## config.mk

```make
export PLATFORM = sky130hd
export DESIGN_NAME = conv_row_extend
export DESIGN_NICKNAME = d
export VERILOG_FILES = /design/src/rtl/conv_row_extend.sv
export SDC_FILE = /design/constraint.sdc
export NUM_CORES = 1
export LEC_CHECK = 0
export ABC_AREA = 1
export BUFFER_PORTS_ARGS = -buffer_cell sky130_fd_sc_hd__buf_4
export CAP_MARGIN = 40
export CORE_MARGIN = 8
export CORE_UTILIZATION = 29
export DETAILED_ROUTE_END_ITERATION = 8
export PLACE_DENSITY = 0.5
export SYNTH_ARGS = -nofsm -noshare
export SYNTH_HDL_FRONTEND = slang
export SYNTH_SLANG_ARGS = --single-unit
```

## constraint.sdc

```tcl
create_clock -name clk -period 2.4 [get_ports clk]
set_input_delay 0.48 -clock clk [delete_from_list [all_inputs] [get_ports clk]]
set_output_delay 0.48 -clock clk [all_outputs]
set_load 0.02 [all_outputs]
```

## src/rtl/conv_row_extend.sv

```systemverilog
// Horizontal border extension: widens each raster row by R pad pixels per side,
// padding with zeros or a copy of the row's edge pixel.
package cfg_pkg;
    localparam string EXTEND_STRATEGY = "ZERO_PAD";
endpackage

module conv_row_extend #(
    parameter int    W               = 8,
    parameter int    R               = 1,
    parameter string EXTEND_STRATEGY = cfg_pkg::EXTEND_STRATEGY
) (
    input  logic         clk,
    input  logic         arst_n,
    input  logic         i_vld,
    output logic         i_rdy,
    input  logic [W-1:0] i_dat,
    input  logic         i_sol,
    input  logic         i_eol,
    output logic         o_vld,
    input  logic         o_rdy,
    output logic [W-1:0] o_dat,
    output logic         o_sol,
    output logic         o_eol,
    output logic         o_err
);

    localparam int CW = $clog2(R + 1);
    localparam bit REPL = (EXTEND_STRATEGY == "REPLICATE");
    localparam logic [CW-1:0] CNT_ONE  = CW'(1);
    localparam logic [CW-1:0] CNT_R    = CW'(R);
    localparam logic [CW-1:0] CNT_LAST = CW'(R - 1);

    generate
        if (EXTEND_STRATEGY != "ZERO_PAD" && EXTEND_STRATEGY != "REPLICATE") begin : g_bad_strategy
            $error("conv_row_extend: EXTEND_STRATEGY must be ZERO_PAD or REPLICATE");
        end
        if (R < 1 || R > 15) begin : g_bad_radius
            $error("conv_row_extend: R must be in 1..15");
        end
    endgenerate

    typedef enum logic [1:0] {IDLE, LEFT, BODY, RIGHT} state_t;

    state_t         state_q;
    logic [CW-1:0]  cnt_q;
    logic [W-1:0]   hold_dat_q;
    logic           hold_eol_q;
    logic           o_vld_q, o_sol_q, o_eol_q, o_err_q;
    logic [W-1:0]   o_dat_q;

    logic           slot;
    logic [W-1:0]   pad;

    assign slot  = !o_vld_q || o_rdy;
    assign i_rdy = slot && (state_q == IDLE || state_q == BODY);
    // hold tracks the first pixel while padding left and the latest pixel while padding right
    assign pad   = REPL ? hold_dat_q : '0;

    assign o_vld = o_vld_q;
    assign o_dat = o_dat_q;
    assign o_sol = o_sol_q;
    assign o_eol = o_eol_q;
    assign o_err = o_err_q;

    always_ff @(posedge clk or negedge arst_n) begin
        if (!arst_n) begin
            state_q    <= IDLE;
            cnt_q      <= '0;
            hold_dat_q <= '0;
            hold_eol_q <= 1'b0;
            o_vld_q    <= 1'b0;
            o_dat_q    <= '0;
            o_sol_q    <= 1'b0;
            o_eol_q    <= 1'b0;
            o_err_q    <= 1'b0;
        end else begin
            o_err_q <= 1'b0;
            if (slot) begin
                o_vld_q <= 1'b0;
                o_sol_q <= 1'b0;
                o_eol_q <= 1'b0;
                case (state_q)
                    IDLE: begin
                        if (i_vld) begin
                            if (i_sol) begin
                                hold_dat_q <= i_dat;
                                hold_eol_q <= i_eol;
                                o_vld_q    <= 1'b1;
                                o_sol_q    <= 1'b1;
                                o_dat_q    <= REPL ? i_dat : '0;
                                cnt_q      <= CNT_ONE;
                                state_q    <= LEFT;
                            end else begin
                                o_err_q <= 1'b1;
                            end
                        end
                    end
                    LEFT: begin
                        o_vld_q <= 1'b1;
                        if (cnt_q < CNT_R) begin
                            o_dat_q <= pad;
                            cnt_q   <= cnt_q + CNT_ONE;
                        end else begin
                            o_dat_q <= hold_dat_q;
                            if (hold_eol_q) begin
                                cnt_q   <= '0;
                                state_q <= RIGHT;
                            end else begin
                                state_q <= BODY;
                            end
                        end
                    end
                    BODY: begin
                        if (i_vld) begin
                            o_vld_q    <= 1'b1;
                            o_dat_q    <= i_dat;
                            hold_dat_q <= i_dat;
                            if (i_sol) o_err_q <= 1'b1;
                            if (i_eol) begin
                                cnt_q   <= '0;
                                state_q <= RIGHT;
                            end
                        end
                    end
                    RIGHT: begin
                        o_vld_q <= 1'b1;
                        o_dat_q <= pad;
                        cnt_q   <= cnt_q + CNT_ONE;
                        if (cnt_q == CNT_LAST) begin
                            o_eol_q <= 1'b1;
                            state_q <= IDLE;
                        end
                    end
                    default: state_q <= IDLE;
                endcase
            end
        end
    end

endmodule

```

==> metrics.cfg <==
[floorplanning]
coreArea_mm2=0.00435
ios=27
std_cell_rows=24
dieHeight_um=83.3
dieArea_mm2=0.00695
start_util_pct=30.2
die_x_um=83.3

[synthesis]
ys_seq_area_share_pct=45.7
synthCells=171
syn_area_mm2=0.00132
synth.avg_cell_area_um2=7.69
synth_warnings=0
syn_nets=191
synthTopCellsByArea=dfrtp_1 (46%), nand2_1 (19%), nand3_1 (8.8%), ha_1 (5.7%), a21oi_1 (3.8%)
synth_seq_cells=24
yosysTopAreaCellShare_pct=45.7
yosysTopAreaCell=dfrtp_1
yosysUniqueCellTypes=15

[sta]
setup_tns_ns=0
fin_crit_sh_pct=93.0
clock_skew_ns=0.00354
setup_viol=0
setup_ws_ns=0.169
worstMarginPinSlew_ns=0.423
slew_headroom_pct=71.8
fmax_ghz=0.448
rsz0062_at_grt=false
finalMaxSlewViolations=0
fin_crit_ns=2.23
finalHoldViolations=0

[worst_hold_path]
holdCritPathClass=input port to async pin

[finish]
syn2layout_area_growth_pct=23.2
nNetsFinal=218
drive_gt1_share_pct=20.3
postLayoutCellArea_mm2=0.00162
final_core_util_pct=37.2
n_antenna_cell=0

[clock_network]
numCtsBuffers=3
cts.repair.resized=0
cts_hold_buf=0
cts_tree=built
postCtsSetupBuffers=0
path_clk_slew_ns=0.09
clock_latency_ns=0.27
clockRootBuffer=clkbuf_8
clockBufferDepth=2
htree_levels=1
cts_sinks=24

[setup_path]
required_ns=1.92
path_class=flip-flop to output pin
reg2regPathDepth=7
cp.arrival_ns=1.75
crit_path_end_kind=output pin
cp-startpoint=state_q[0]$_DFFE_PN0P_
crit_path_max_fanout=13
rr_startpoint=state_q[0]$_DFFE_PN0P_
critPathLaunchType=flip-flop

[detailed_routing]
first_pass_iters=4
vias_per_cell=4.42
vias=1100
drt_iter0_markers=77
drc_errors=0
wire_per_inst_um=12.5
drt-total-wl_um=3120
ant_nets=0

[run_status]
outcome=finished, final reports clean

[power_and_ir_drop]
ir_drop_mv=0.351
switching_power_uw=1030
switching_share_pct=45.5
internal-power_uw=1230
share_comb_of_total_power_pct=52.0
leakage_uw=0.000873
clkPwrFrac_pct=15.9
seqPwrFrac_pct=32.1
p_per_area_mw_per_mm2=1390

[global_routing]
grt_pass1_wl_um=5440
grt_max_degree=25
grt_usage_pct=9.24
antenna_found_initial=0
grt_pass1_vias=1107
gr-total-overflow=0

[placed_design]
placed_area_mm2=0.00155
io_buffers=26
place_hpwl_um=2410
routabilityCongestion=0.804
dp_slack_ns=0.446

[flow_run]
maxCapViolCount=0

==> worst max-delay path: stages, from the launching register on <==
cell	delay, ns
dfrtp_1	0.44
inv_1	0.16
ha_1	0.44
nor2_1	0.16
nor2_1	0.14
buf_4	0.15
==> routing by layer <==
| layer | vias to the layer above | track usage [%] | wire (um) |
|---|---|---|---|
| met2 | 16 | 14.1 | 1450 |
| met3 | 2 | 1.95 | 104 |
| li1 | 599 | - | - |
| met1 | 483 | 12.4 | 1530 |
| met4 | 0 | 3.35 | 34 |
| met5 | - | 0 | 0 |
==> metrics by stage <==
stage	hold WS [ns]	power, uW	std cells
final	0.0958	2260	249
after global routing	0.111	2470	249
after CTS	0.105	2300	249
after detailed placement	0.404	1930	245
after global placement	0.403	1930	245
after floorplan	0.184	1570	171
==> worst paths after layout <==
kind | endpoint | slack (ns)
setup / recovery | i_rdy | 0.17
hold / removal | hold_dat_q[0]$_DFFE_PN0P_ | 0.1
setup reg to reg | hold_dat_q[2]$_DFFE_PN0P_ | 0.51
hold reg to reg | hold_dat_q[4]$_DFFE_PN0P_ | 0.48
max in group asynchronous | o_sol$_DFFE_PN0N_ | 2.06
min in group clk | hold_dat_q[0]$_DFFE_PN0P_ | 0.45
==> cells by family (layout without fill, tap and decap cells) <==
group / after synthesis / in the layout / share of synthesized area (%)
adders and majority gates: 6 / 6 / 5.71
and+or+nand+nor: 103 / 103 / 34.4
buffers and inverters: 16 / 42 / 5.42
AOI/OAI and AO/OA: 22 / 22 / 8.75
DFF: 24 / 24 / 45.7
==> cell usage in the layout (no fill, tap or decap), drive strengths merged <==
cell    count
o21ai      10
nand2      72
nor2        8
ha          6
bufinv      1
o21a        2
dfrtp      24
buf        26
inv        12
clkbuf      3
a21oi      10
nand3      23
==> power by group through the flow <==
stage               Sequential (uW)  Clock (uW)  Combinational [uW]
CTS                             726         373                1200
finish                          723         359                1170
floorplan                       798           0                 772
global route                    757         386                1320
global placement                733           0                1200
detailed placement              734           0                1200
==> sequential cells by signal (all words and copies together) (netlist names) <==
register	count
o_vld	1
hold_eol_q	1
o_eol	1
o_sol	1
hold_dat_q	8
state_q	2
o_dat	8
o_err	1
cnt_q	1
==> cell type report <==
| class | instances | area [um2] |
|---|---|---|
| timing repair buffer | 26 | 195 |
| clock buffer | 3 | 41.3 |
| tap | 52 | 65.1 |
| sequential | 24 | 601 |
| fill | 458 | 2730 |
| inverter | 12 | 45.0 |
| clock inverter | 1 | 30.0 |
| multi-input combinational | 131 | 643 |
==> synth_stat cells (all sizes together) <==
cell	number
ha	6
o21a	2
inv	12
nand3	23
buf	4
dfrtp	24
nor2	8
nand2	72
a21oi	10
o21ai	10
No activity file was read; power rests on OpenSTA's default activity.
